===== src/rtl/axi_wr_arbiter_if.sv =====
// One AXI write port (AW, W, B). The mst modport issues writes and the slv modport answers them.
// This interface only bundles signals, so it adds no latency and no backpressure of its own.
interface axi_wr_arbiter_if #(
   parameter int WIDTH = 32,
   parameter int SIZE  = 3
);
   localparam int IW = WIDTH / 8;

   logic [IW-1:0]    awid;
   logic [WIDTH-1:0] awaddr;
   logic [IW-1:0]    awlen;
   logic [SIZE-1:0]  awsize;
   logic [SIZE-2:0]  awburst;
   logic             awvalid;
   logic             awready;
   logic [IW-1:0]    wid;
   logic [WIDTH-1:0] wdata;
   logic [IW-1:0]    wstrb;
   logic             wlast;
   logic             wvalid;
   logic             wready;
   logic [IW-1:0]    bid;
   logic [SIZE-2:0]  bresp;
   logic             bvalid;
   logic             bready;

   modport mst (
      output awid, awaddr, awlen, awsize, awburst, awvalid,
      output wid, wdata, wstrb, wlast, wvalid, bready,
      input  awready, wready, bid, bresp, bvalid
   );

   modport slv (
      input  awid, awaddr, awlen, awsize, awburst, awvalid,
      input  wid, wdata, wstrb, wlast, wvalid, bready,
      output awready, wready, bid, bresp, bvalid
   );
endinterface


===== src/rtl/axi_wr_arbiter.sv =====
// Two-master write arbiter: a round-robin AW grant locks W and B to the owner, one transaction at a time.
// Grant takes one cycle; W and B pass straight through. Backpressure passes through to the owner, and the non-owner sees no ready.
module axi_wr_arbiter #(
   parameter int WIDTH = 32,
   parameter int SIZE  = 3
) (
   input  logic          clk,
   input  logic          reset,
   axi_wr_arbiter_if.slv m0,
   axi_wr_arbiter_if.slv m1,
   axi_wr_arbiter_if.mst s,
   output logic [1:0]    grant,
   output logic          busy,
   output logic          wlast_err
);
   localparam int IW = WIDTH / 8;

   typedef enum logic [1:0] {IDLE = 2'd0, ADDR = 2'd1, DATA = 2'd2, RESP = 2'd3} state_t;

   state_t        r_state;
   logic          r_owner;
   logic          r_last;
   logic          r_busy;
   logic          r_wlast_err;
   logic [1:0]    r_grant;
   logic [IW-1:0] r_len;
   logic [IW-1:0] r_beat;

   logic w_pick, w_req, w_in_addr, w_in_data, w_in_resp;
   logic w_aw_hs, w_w_hs, w_b_hs;

   // Under a tie the master that did not win last time gets the grant.
   assign w_req     = m0.awvalid | m1.awvalid;
   assign w_pick    = (m0.awvalid & m1.awvalid) ? ~r_last : m1.awvalid;
   assign w_in_addr = (r_state == ADDR);
   assign w_in_data = (r_state == DATA);
   assign w_in_resp = (r_state == RESP);

   assign s.awid    = r_owner ? m1.awid    : m0.awid;
   assign s.awaddr  = r_owner ? m1.awaddr  : m0.awaddr;
   assign s.awlen   = r_owner ? m1.awlen   : m0.awlen;
   assign s.awsize  = r_owner ? m1.awsize  : m0.awsize;
   assign s.awburst = r_owner ? m1.awburst : m0.awburst;
   assign s.awvalid = w_in_addr & (r_owner ? m1.awvalid : m0.awvalid);
   assign m0.awready = w_in_addr & ~r_owner & s.awready;
   assign m1.awready = w_in_addr &  r_owner & s.awready;

   assign s.wid    = r_owner ? m1.wid   : m0.wid;
   assign s.wdata  = r_owner ? m1.wdata : m0.wdata;
   assign s.wstrb  = r_owner ? m1.wstrb : m0.wstrb;
   assign s.wlast  = r_owner ? m1.wlast : m0.wlast;
   assign s.wvalid = w_in_data & (r_owner ? m1.wvalid : m0.wvalid);
   assign m0.wready = w_in_data & ~r_owner & s.wready;
   assign m1.wready = w_in_data &  r_owner & s.wready;

   assign s.bready  = w_in_resp & (r_owner ? m1.bready : m0.bready);
   assign m0.bvalid = w_in_resp & ~r_owner & s.bvalid;
   assign m1.bvalid = w_in_resp &  r_owner & s.bvalid;
   assign m0.bid    = s.bid;
   assign m1.bid    = s.bid;
   assign m0.bresp  = s.bresp;
   assign m1.bresp  = s.bresp;

   assign w_aw_hs = s.awvalid & s.awready;
   assign w_w_hs  = s.wvalid & s.wready;
   assign w_b_hs  = s.bvalid & s.bready;

   always_ff @(posedge clk or negedge reset) begin
      if (!reset) begin
         r_state     <= IDLE;
         r_owner     <= 1'b0;
         r_last      <= 1'b1;
         r_busy      <= 1'b0;
         r_grant     <= 2'b00;
         r_len       <= '0;
         r_beat      <= '0;
         r_wlast_err <= 1'b0;
      end else begin
         r_wlast_err <= 1'b0;
         case (r_state)
            IDLE: if (w_req) begin
               r_owner <= w_pick;
               r_last  <= w_pick;
               r_grant <= w_pick ? 2'b10 : 2'b01;
               r_busy  <= 1'b1;
               r_state <= ADDR;
            end
            ADDR: if (w_aw_hs) begin
               r_len   <= s.awlen;
               r_beat  <= '0;
               r_state <= DATA;
            end
            // The counter is compared before it increments, so a full 2^IW-beat burst wraps only afterwards.
            DATA: if (w_w_hs) begin
               r_beat      <= r_beat + IW'(1);
               r_wlast_err <= s.wlast ^ (r_beat == r_len);
               if (s.wlast) r_state <= RESP;
            end
            RESP: if (w_b_hs) begin
               r_grant <= 2'b00;
               r_busy  <= 1'b0;
               r_state <= IDLE;
            end
            default: r_state <= IDLE;
         endcase
      end
   end

   assign grant     = r_grant;
   assign busy      = r_busy;
   assign wlast_err = r_wlast_err;
endmodule


===== src/flat_wrapper.sv =====
// flat-port wrapper written by rule: the top's interface ports become plain ports
module axi_wr_arbiter_flat 
#(
   parameter int WIDTH = 32,
   parameter int SIZE  = 3
)
  (clk, reset, grant, busy, wlast_err, m0_awid, m0_awaddr, m0_awlen, m0_awsize, m0_awburst, m0_awvalid, m0_wid, m0_wdata, m0_wstrb, m0_wlast, m0_wvalid, m0_bready, m0_awready, m0_wready, m0_bid, m0_bresp, m0_bvalid, m1_awid, m1_awaddr, m1_awlen, m1_awsize, m1_awburst, m1_awvalid, m1_wid, m1_wdata, m1_wstrb, m1_wlast, m1_wvalid, m1_bready, m1_awready, m1_wready, m1_bid, m1_bresp, m1_bvalid, s_awid, s_awaddr, s_awlen, s_awsize, s_awburst, s_awvalid, s_wid, s_wdata, s_wstrb, s_wlast, s_wvalid, s_bready, s_awready, s_wready, s_bid, s_bresp, s_bvalid);
  axi_wr_arbiter_if #(.WIDTH(WIDTH), .SIZE(SIZE)) m0_i ();
  axi_wr_arbiter_if #(.WIDTH(WIDTH), .SIZE(SIZE)) m1_i ();
  axi_wr_arbiter_if #(.WIDTH(WIDTH), .SIZE(SIZE)) s_i ();
  input  logic clk;
  input  logic reset;
  output logic [1:0] grant;
  output logic busy;
  output logic wlast_err;
  input wire logic [$bits(m0_i.awid)-1:0] m0_awid;
  input wire logic [$bits(m0_i.awaddr)-1:0] m0_awaddr;
  input wire logic [$bits(m0_i.awlen)-1:0] m0_awlen;
  input wire logic [$bits(m0_i.awsize)-1:0] m0_awsize;
  input wire logic [$bits(m0_i.awburst)-1:0] m0_awburst;
  input wire logic [$bits(m0_i.awvalid)-1:0] m0_awvalid;
  input wire logic [$bits(m0_i.wid)-1:0] m0_wid;
  input wire logic [$bits(m0_i.wdata)-1:0] m0_wdata;
  input wire logic [$bits(m0_i.wstrb)-1:0] m0_wstrb;
  input wire logic [$bits(m0_i.wlast)-1:0] m0_wlast;
  input wire logic [$bits(m0_i.wvalid)-1:0] m0_wvalid;
  input wire logic [$bits(m0_i.bready)-1:0] m0_bready;
  output wire logic [$bits(m0_i.awready)-1:0] m0_awready;
  output wire logic [$bits(m0_i.wready)-1:0] m0_wready;
  output wire logic [$bits(m0_i.bid)-1:0] m0_bid;
  output wire logic [$bits(m0_i.bresp)-1:0] m0_bresp;
  output wire logic [$bits(m0_i.bvalid)-1:0] m0_bvalid;
  input wire logic [$bits(m1_i.awid)-1:0] m1_awid;
  input wire logic [$bits(m1_i.awaddr)-1:0] m1_awaddr;
  input wire logic [$bits(m1_i.awlen)-1:0] m1_awlen;
  input wire logic [$bits(m1_i.awsize)-1:0] m1_awsize;
  input wire logic [$bits(m1_i.awburst)-1:0] m1_awburst;
  input wire logic [$bits(m1_i.awvalid)-1:0] m1_awvalid;
  input wire logic [$bits(m1_i.wid)-1:0] m1_wid;
  input wire logic [$bits(m1_i.wdata)-1:0] m1_wdata;
  input wire logic [$bits(m1_i.wstrb)-1:0] m1_wstrb;
  input wire logic [$bits(m1_i.wlast)-1:0] m1_wlast;
  input wire logic [$bits(m1_i.wvalid)-1:0] m1_wvalid;
  input wire logic [$bits(m1_i.bready)-1:0] m1_bready;
  output wire logic [$bits(m1_i.awready)-1:0] m1_awready;
  output wire logic [$bits(m1_i.wready)-1:0] m1_wready;
  output wire logic [$bits(m1_i.bid)-1:0] m1_bid;
  output wire logic [$bits(m1_i.bresp)-1:0] m1_bresp;
  output wire logic [$bits(m1_i.bvalid)-1:0] m1_bvalid;
  output wire logic [$bits(s_i.awid)-1:0] s_awid;
  output wire logic [$bits(s_i.awaddr)-1:0] s_awaddr;
  output wire logic [$bits(s_i.awlen)-1:0] s_awlen;
  output wire logic [$bits(s_i.awsize)-1:0] s_awsize;
  output wire logic [$bits(s_i.awburst)-1:0] s_awburst;
  output wire logic [$bits(s_i.awvalid)-1:0] s_awvalid;
  output wire logic [$bits(s_i.wid)-1:0] s_wid;
  output wire logic [$bits(s_i.wdata)-1:0] s_wdata;
  output wire logic [$bits(s_i.wstrb)-1:0] s_wstrb;
  output wire logic [$bits(s_i.wlast)-1:0] s_wlast;
  output wire logic [$bits(s_i.wvalid)-1:0] s_wvalid;
  output wire logic [$bits(s_i.bready)-1:0] s_bready;
  input wire logic [$bits(s_i.awready)-1:0] s_awready;
  input wire logic [$bits(s_i.wready)-1:0] s_wready;
  input wire logic [$bits(s_i.bid)-1:0] s_bid;
  input wire logic [$bits(s_i.bresp)-1:0] s_bresp;
  input wire logic [$bits(s_i.bvalid)-1:0] s_bvalid;
  assign m0_i.awid = m0_awid;
  assign m0_i.awaddr = m0_awaddr;
  assign m0_i.awlen = m0_awlen;
  assign m0_i.awsize = m0_awsize;
  assign m0_i.awburst = m0_awburst;
  assign m0_i.awvalid = m0_awvalid;
  assign m0_i.wid = m0_wid;
  assign m0_i.wdata = m0_wdata;
  assign m0_i.wstrb = m0_wstrb;
  assign m0_i.wlast = m0_wlast;
  assign m0_i.wvalid = m0_wvalid;
  assign m0_i.bready = m0_bready;
  assign m0_awready = m0_i.awready;
  assign m0_wready = m0_i.wready;
  assign m0_bid = m0_i.bid;
  assign m0_bresp = m0_i.bresp;
  assign m0_bvalid = m0_i.bvalid;
  assign m1_i.awid = m1_awid;
  assign m1_i.awaddr = m1_awaddr;
  assign m1_i.awlen = m1_awlen;
  assign m1_i.awsize = m1_awsize;
  assign m1_i.awburst = m1_awburst;
  assign m1_i.awvalid = m1_awvalid;
  assign m1_i.wid = m1_wid;
  assign m1_i.wdata = m1_wdata;
  assign m1_i.wstrb = m1_wstrb;
  assign m1_i.wlast = m1_wlast;
  assign m1_i.wvalid = m1_wvalid;
  assign m1_i.bready = m1_bready;
  assign m1_awready = m1_i.awready;
  assign m1_wready = m1_i.wready;
  assign m1_bid = m1_i.bid;
  assign m1_bresp = m1_i.bresp;
  assign m1_bvalid = m1_i.bvalid;
  assign s_awid = s_i.awid;
  assign s_awaddr = s_i.awaddr;
  assign s_awlen = s_i.awlen;
  assign s_awsize = s_i.awsize;
  assign s_awburst = s_i.awburst;
  assign s_awvalid = s_i.awvalid;
  assign s_wid = s_i.wid;
  assign s_wdata = s_i.wdata;
  assign s_wstrb = s_i.wstrb;
  assign s_wlast = s_i.wlast;
  assign s_wvalid = s_i.wvalid;
  assign s_bready = s_i.bready;
  assign s_i.awready = s_awready;
  assign s_i.wready = s_wready;
  assign s_i.bid = s_bid;
  assign s_i.bresp = s_bresp;
  assign s_i.bvalid = s_bvalid;
  axi_wr_arbiter #(.WIDTH(WIDTH), .SIZE(SIZE)) u_core (.clk(clk), .reset(reset), .m0(m0_i), .m1(m1_i), .s(s_i), .grant(grant), .busy(busy), .wlast_err(wlast_err));
endmodule

===== config.mk =====
export PLATFORM = sky130hd
export DESIGN_NAME = axi_wr_arbiter_flat
export DESIGN_NICKNAME = d
export VERILOG_FILES = /design/src/rtl/axi_wr_arbiter_if.sv /design/src/rtl/axi_wr_arbiter.sv /design/src/flat_wrapper.sv
export SDC_FILE = /design/constraint.sdc
export NUM_CORES = 1
export LEC_CHECK = 0
export CAP_MARGIN = 15
export CELL_PAD_IN_SITES_DETAIL_PLACEMENT = 0
export CELL_PAD_IN_SITES_GLOBAL_PLACEMENT = 1
export CORE_ASPECT_RATIO = 1.1
export CORE_MARGIN = 5
export CORE_UTILIZATION = 16
export CTS_CLUSTER_DIAMETER = 50
export DETAILED_ROUTE_END_ITERATION = 10
export MAX_ROUTING_LAYER = met4
export PLACE_DENSITY = 0.85
export REMOVE_ABC_BUFFERS = 1
export SYNTH_ARGS = -nofsm -noshare
export SYNTH_HDL_FRONTEND = slang
export SYNTH_SLANG_ARGS = --single-unit
export TNS_END_PERCENT = 30

===== constraint.sdc =====
create_clock -name clk -period 4.5 [get_ports clk]
set_clock_uncertainty 0.1 [all_clocks]
set_input_delay 0.9 -clock clk [delete_from_list [all_inputs] [get_ports clk]]
set_output_delay 0.9 -clock clk [all_outputs]
set_load 0.01 [all_outputs]

==> results of run 1 <==
==> cells in the final DEF, fill, tap and decap left out, types with 2 or more instances in the layout <==
master	instances
nand2_1	6
o31ai_1	2
nand3_1	2
ha_1	5
nor3_1	2
clkbuf_16	3
nor2_1	9
and3_1	4
mux2i_1	6
xor2_1	4
o21ai_0	2
nor2b_1	6
dfrtp_1	14
mux2_2	89
inv_1	7
mux2_1	2
clkdlybuf4s50_1	281
==> through the flow <==
step	hold WS [ns]	instance area, um^2	utilization, %	power [mW]	setup slack (ns)
3_3_place_gp	0.379	4960	39.2	2.00	1.16
5_1_grt	0.424	5030	39.8	2.30	1.05
3_5_place_dp	0.379	4960	39.2	2.02	1.19
2_1_floorplan	0.401	1920	-	1.15	0.468
4_1_cts	0.395	5030	39.8	2.21	1.14
6_report	0.395	5030	39.8	2.18	1.16
==> cell families (layout without fill, tap and decap cells) <==
group | Yosys count | after routing | synth area share [%]
DFF | 16 | 16 | 19.4
AOI/OAI and AO/OA | 15 | 15 | 5.67
xor gates and xnor gates | 5 | 5 | 2.11
and+or+nand+nor | 33 | 33 | 8.26
buffers and inverters | 30 | 293 | 8.56
muxes | 98 | 98 | 53.0
adders and majority gates | 5 | 5 | 3.02
==> cells in the mapped netlist, drive strengths merged (3+ instances only) <==
| cell type | number | area share, % |
|---|---|---|
| nand3 | 3 | 0.97 |
| inv | 7 | 1.3 |
| xor2 | 4 | 1.7 |
| and3 | 4 | 1.2 |
| nor2b | 6 | 1.8 |
| nor2 | 9 | 1.6 |
| buf | 23 | 7.3 |
| ha | 5 | 3.0 |
| mux2 | 92 | 50 |
| dfrtp | 15 | 18 |
| o21ai | 3 | 0.90 |
| nand2 | 6 | 1.1 |
| mux2i | 6 | 2.9 |
==> metal layers <==
layer | wire length (um) | vias up
li1 | - | 1245
met3 | 1020 | 9
met2 | 6180 | 141
met5 | 0 | -
met1 | 5090 | 1191
met4 | 127 | 0
==> path summary, 6_finish.rpt <==
kind / start / endpoint / slack (ns) / cells past startpoint
worst max-delay path: u_core.r_owner / s_wdata[24] / 1.16 / 3
worst min-delay path: u_core.grant[1] / u_core.grant[1] / 0.40 / 1
worst max register to register: u_core.r_owner / u_core.grant[0] / 2.35 / 4
worst min register to register: u_core.grant[1] / u_core.grant[1] / 0.40 / 1
max in group asynchronous: reset / u_core.r_owner / 2.80 / 1
min in group asynchronous: reset / u_core.wlast_err / 0.98 / 1
==> registers in the layout (all words and copies together) (netlist names) <==
| signal | flops |
|---|---|
| u_core.r_len | 4 |
| u_core.wlast_err | 1 |
| u_core.r_owner | 1 |
| u_core.busy | 1 |
| u_core.r_state | 2 |
| u_core.grant | 2 |
| u_core.r_beat | 4 |
| u_core.r_last | 1 |
==> area by class of cell <==
cell class / instances / share of cell area (%)
Timing Repair Buffer: 282 / 56.3
Multi-Input combinational cell: 156 / 29.7
Sequential cell: 16 / 8.05
Tap cell: 157 / 3.90
Clock buffer: 4 / 1.57
Inverter: 7 / 0.522
==> power groups by stage <==
stage	clock (mW)	sequential, mW	combinational, mW
2_1_floorplan	0	0.353	0.801
3_3_place_gp	0	0.314	1.69
3_5_place_dp	0	0.320	1.70
4_1_cts	0.176	0.319	1.72
5_1_grt	0.184	0.329	1.79
6_report	0.173	0.315	1.69
==> flow_summary.ini, run 1 <==
[status]
status = finished clean

[routing]
drt-vias-per-instance = 4.16
postRouteAntennaNets = 0
drc = 0
dr_total_vias = 2586
wirelength_mm = 12.4
firstDrtPassIters = 4
avgRoutedWirePerCell_um = 19.9
drtIter0Drc = 57

[worst_setup_path]
worstPathRequired_ns = 3.50
end_kind = output port
cp_slowest_stage_delay_ns = 0.76
critPathTopFamily = buffers and inverters
cp-start-kind = register
critical_path.cell_chain = buf_12 -> mux2_2 -> clkdlybuf4s50_1
worstPathArrival_ns = 2.34
critPathBufInv = 2
slowest_stage = dfrtp_4
path_class = register to output port
cp_max_fo = 59

[finish]
fin_nets = 660
multi_input_area_um2 = 1500
drive_gt1_share_pct = 21.5
area_delta_synth_final_pct = 143
ff_latch_area_um2 = 405
nFillCells = 1238
fin_cells = 622
antennaDiodeCount = 0

[place]
dp_cells = 618
dpl.hpwl_mm = 10.6
io_buffers = 281
gp_congestion = 0.859

[timing]
rsz0062_at_grt = no
final.setup.tns_ns = 0
final.min_clock_period_ns = 3.34
fmax_mhz = 300
worstMarginPinSlew_ns = 0.705
finalCritPeriodShare_pct = 74.2
finalHoldViolations = 0
maxSlewHeadroom_pct = 52.8
setup_viol = 0
drv_slew = 0

[run]
max_cap_violations = 0

[global_routing]
grt_usage_pct = 15.2
use_met1_pct = 17.8
busiest_layer = met2
grt_pass1_vias = 2770
grt.met2_usage_pct = 25.7
grt_pass1_wl_mm = 17.6
grt.met3_usage_pct = 5.28
grt_overflow = 0
grt_max_degree = 60
antenna_found_initial = 0

[power_and_ir_drop]
peakVddDrop_mv = 0.284
combPwrFrac_pct = 77.6
clock_power_share_pct = 7.9
p_leak_nw = 1.93
p_switching_mw = 0.819
powerDensity_nw_per_um2 = 433
intPower_mw = 1.36
seq_power_share_pct = 14.5
switching_share_pct = 37.6

[logic_synthesis]
synth_edf_count = 0
ys_seq_area_share_pct = 19.4
syn-cell-area_um2 = 2070
ys_ff_latch = 16
ys.flop_type = dfrtp_1
syn_inst = 202
async_flop_share_pct = 100
yosysWarnings = 0
syn-mean-instance-area_um2 = 10.3
ys_types = 36

[hold_path]
holdCritPathClass = register to register

[cts]
clk_latency_ns = 0.24
numCtsBuffers = 3
post_cts_buffers = 0
cts-root-buf = clkbuf_16
path_clk_slew_ns = 0.05
cts_resized = 0
htree_levels = 1
ctsLongestPathBuffers = 2
cts_tree = yes
ctsHoldBuffers = 0
clock-sinks = 16

[die]
fp-row-count = 43
die_area_um2 = 15300
initial_utilization_pct = 16.4
die_h_um = 129
core_um2 = 12600
die_w_um = 119
pin_count = 300
Note: power is estimated with default switching activity, not from simulation.
==> inputs of run 2 (changes only) <==
CORE_UTILIZATION = 13   (was 16)
PLACE_DENSITY = 0.73   (was 0.85)
clock period = 2.77 ns   (was 4.5 ns; I/O delays follow)
==> flow_summary.ini, run 2 (synthesis results as in run 1) <==
[status]
status = finished clean

[finish]
area_delta_synth_final_pct = 152
antennaDiodeCount = 0
mostFrequentLayoutCells = 281 x clkdlybuf4s50_1, 89 x mux2_2, 14 x buf_4, 14 x dfrtp_1, 9 x nor2_1
final_common_cell = clkdlybuf4s50_1
final_util_pct = 33.3
fin_area_um2 = 5230
top_regs = u_core.r_beat: 4 flops, u_core.r_len: 4 flops
drive_gt1_share_pct = 24.4
fin_nets = 675

[timing]
finalHoldViolations = 0
finalWorstSetupSlack_ns = 0.145
drv_slew = 0
rsz0062_at_grt = no
finalCritPeriodShare_pct = 94.8
setup_viol = 0
final.setup.tns_ns = 0
maxSlewHeadroom_pct = 49.2
final.min_clock_period_ns = 2.63
worstMarginPinSlew_ns = 0.760
fmax_mhz = 381

[hold_path]
holdCritPathClass = register to register

[routing]
dr_total_vias = 2668
firstDrtPassIters = 4
postRouteAntennaNets = 0
avgRoutedWirePerCell_um = 19.2
drc = 0
wirelength_mm = 13.0
drtIter0Drc = 58
drt-vias-per-instance = 3.92

[global_routing]
grt_usage_pct = 13.0
grt_overflow = 0
grt_pass1_wl_mm = 17.8
grt_pass1_vias = 2807
grt_max_degree = 39
antenna_found_initial = 0

[worst_setup_path]
cp-start-kind = register
cp_slowest_stage_delay_ns = 0.53
end_kind = output port
path_class = register to output port
worstPathRequired_ns = 2.12
slowest_stage = dfrtp_4
cp_max_fo = 29
worstPathArrival_ns = 1.97
critical_path.cell_chain = buf_12 -> mux2i_2 -> inv_1 -> clkdlybuf4s50_1

[cts]
ctsLongestPathBuffers = 2
cts-root-buf = clkbuf_16
path_clk_slew_ns = 0.05
numCtsBuffers = 3
cts_tree = yes
clock-sinks = 16
clk_latency_ns = 0.25
htree_levels = 1

[die]
initial_utilization_pct = 13.2
fp-row-count = 48
core_um2 = 15700
die_h_um = 142
die_area_um2 = 18600
pin_count = 300
die_w_um = 130

[power_and_ir_drop]
peakVddDrop_mv = 0.333
powerDensity_nw_per_um2 = 714
p_leak_nw = 2.01
fin_total_pwr_mw = 3.73

[place]
place_worst_setup_slack_ns = 0.172
io_buffers = 281
dpl.hpwl_mm = 11.4
dpl_cell_area_um2 = 5080
gp_congestion = 0.863

[run]
max_cap_violations = 0
run 2: power breakdown:
group          leakage [nW]  internal, mW  switching (mW)  total (mW)
Combinational          1.77          1.81            1.17        2.98
Sequential            0.196         0.339           0.103       0.442
Clock                0.0442         0.219          0.0907       0.310
Total                  2.01          2.37            1.36        3.73
run 2: repair_timing:
action,in CTS,in global routing
buffers inserted,0,7
hold buffers,0,0
resized for setup,1,0
cloned,0,0
endpoints found under the setup margin,1,2
run 2: area by class of cell:
type                            count  area (um^2)
Inverter                            7         26.3
Fill cell                        1603        10400
Clock buffer                        4         88.8
Sequential cell                    16          405
Timing Repair Buffer              297         2960
Multi-Input combinational cell    156         1500
Tap cell                          200          250
run 2: path summary, 6_finish.rpt:
| check | from | to | slack, ns | depth (start not counted) |
|---|---|---|---|---|
| max in group asynchronous | reset | u_core.r_owner | 1.35 | 1 |
| min in group asynchronous | reset | u_core.wlast_err | 0.66 | 1 |
| max | u_core.r_owner | s_wlast | 0.14 | 4 |
| min | u_core.grant[0] | u_core.grant[0] | 0.41 | 1 |
| min reg2reg | u_core.grant[0] | u_core.grant[0] | 0.41 | 1 |
| max reg2reg | u_core.r_owner | u_core.grant[1] | 0.50 | 6 |
run 2: through the flow:
step           hold slack (ns)  cells
6_report                 0.413    680
4_1_cts                  0.410    673
5_1_grt                  0.447    680
3_3_place_gp             0.397    669
3_5_place_dp             0.393    669
2_1_floorplan            0.158    179
run 2: critical path: cells and delay by family, from the launching register on:
family | cells | cell delay, ns
multiplexers | 1 | 0.32
flip-flops | 1 | 0.53
buffers and inverters | 3 | 0.86
run 2: metal layers:
layer  GRT usage (%)  wire length (um)  up-vias  share of wire [%]
met5               -                 0        -                  0
met2            21.7              6120      157                 47
li1                -                 -     1279                  -
met4            1.52               111        0               0.85
met1            15.0              5080     1225                 39
met3            5.44              1720        7                 13
==> inputs of run 3 (changes only) <==
ABC_CLOCK_PERIOD_IN_PS = 2770   (was default)
==> results of run 3 <==
Final layout, timing and power as in run 2 (identical DEF).
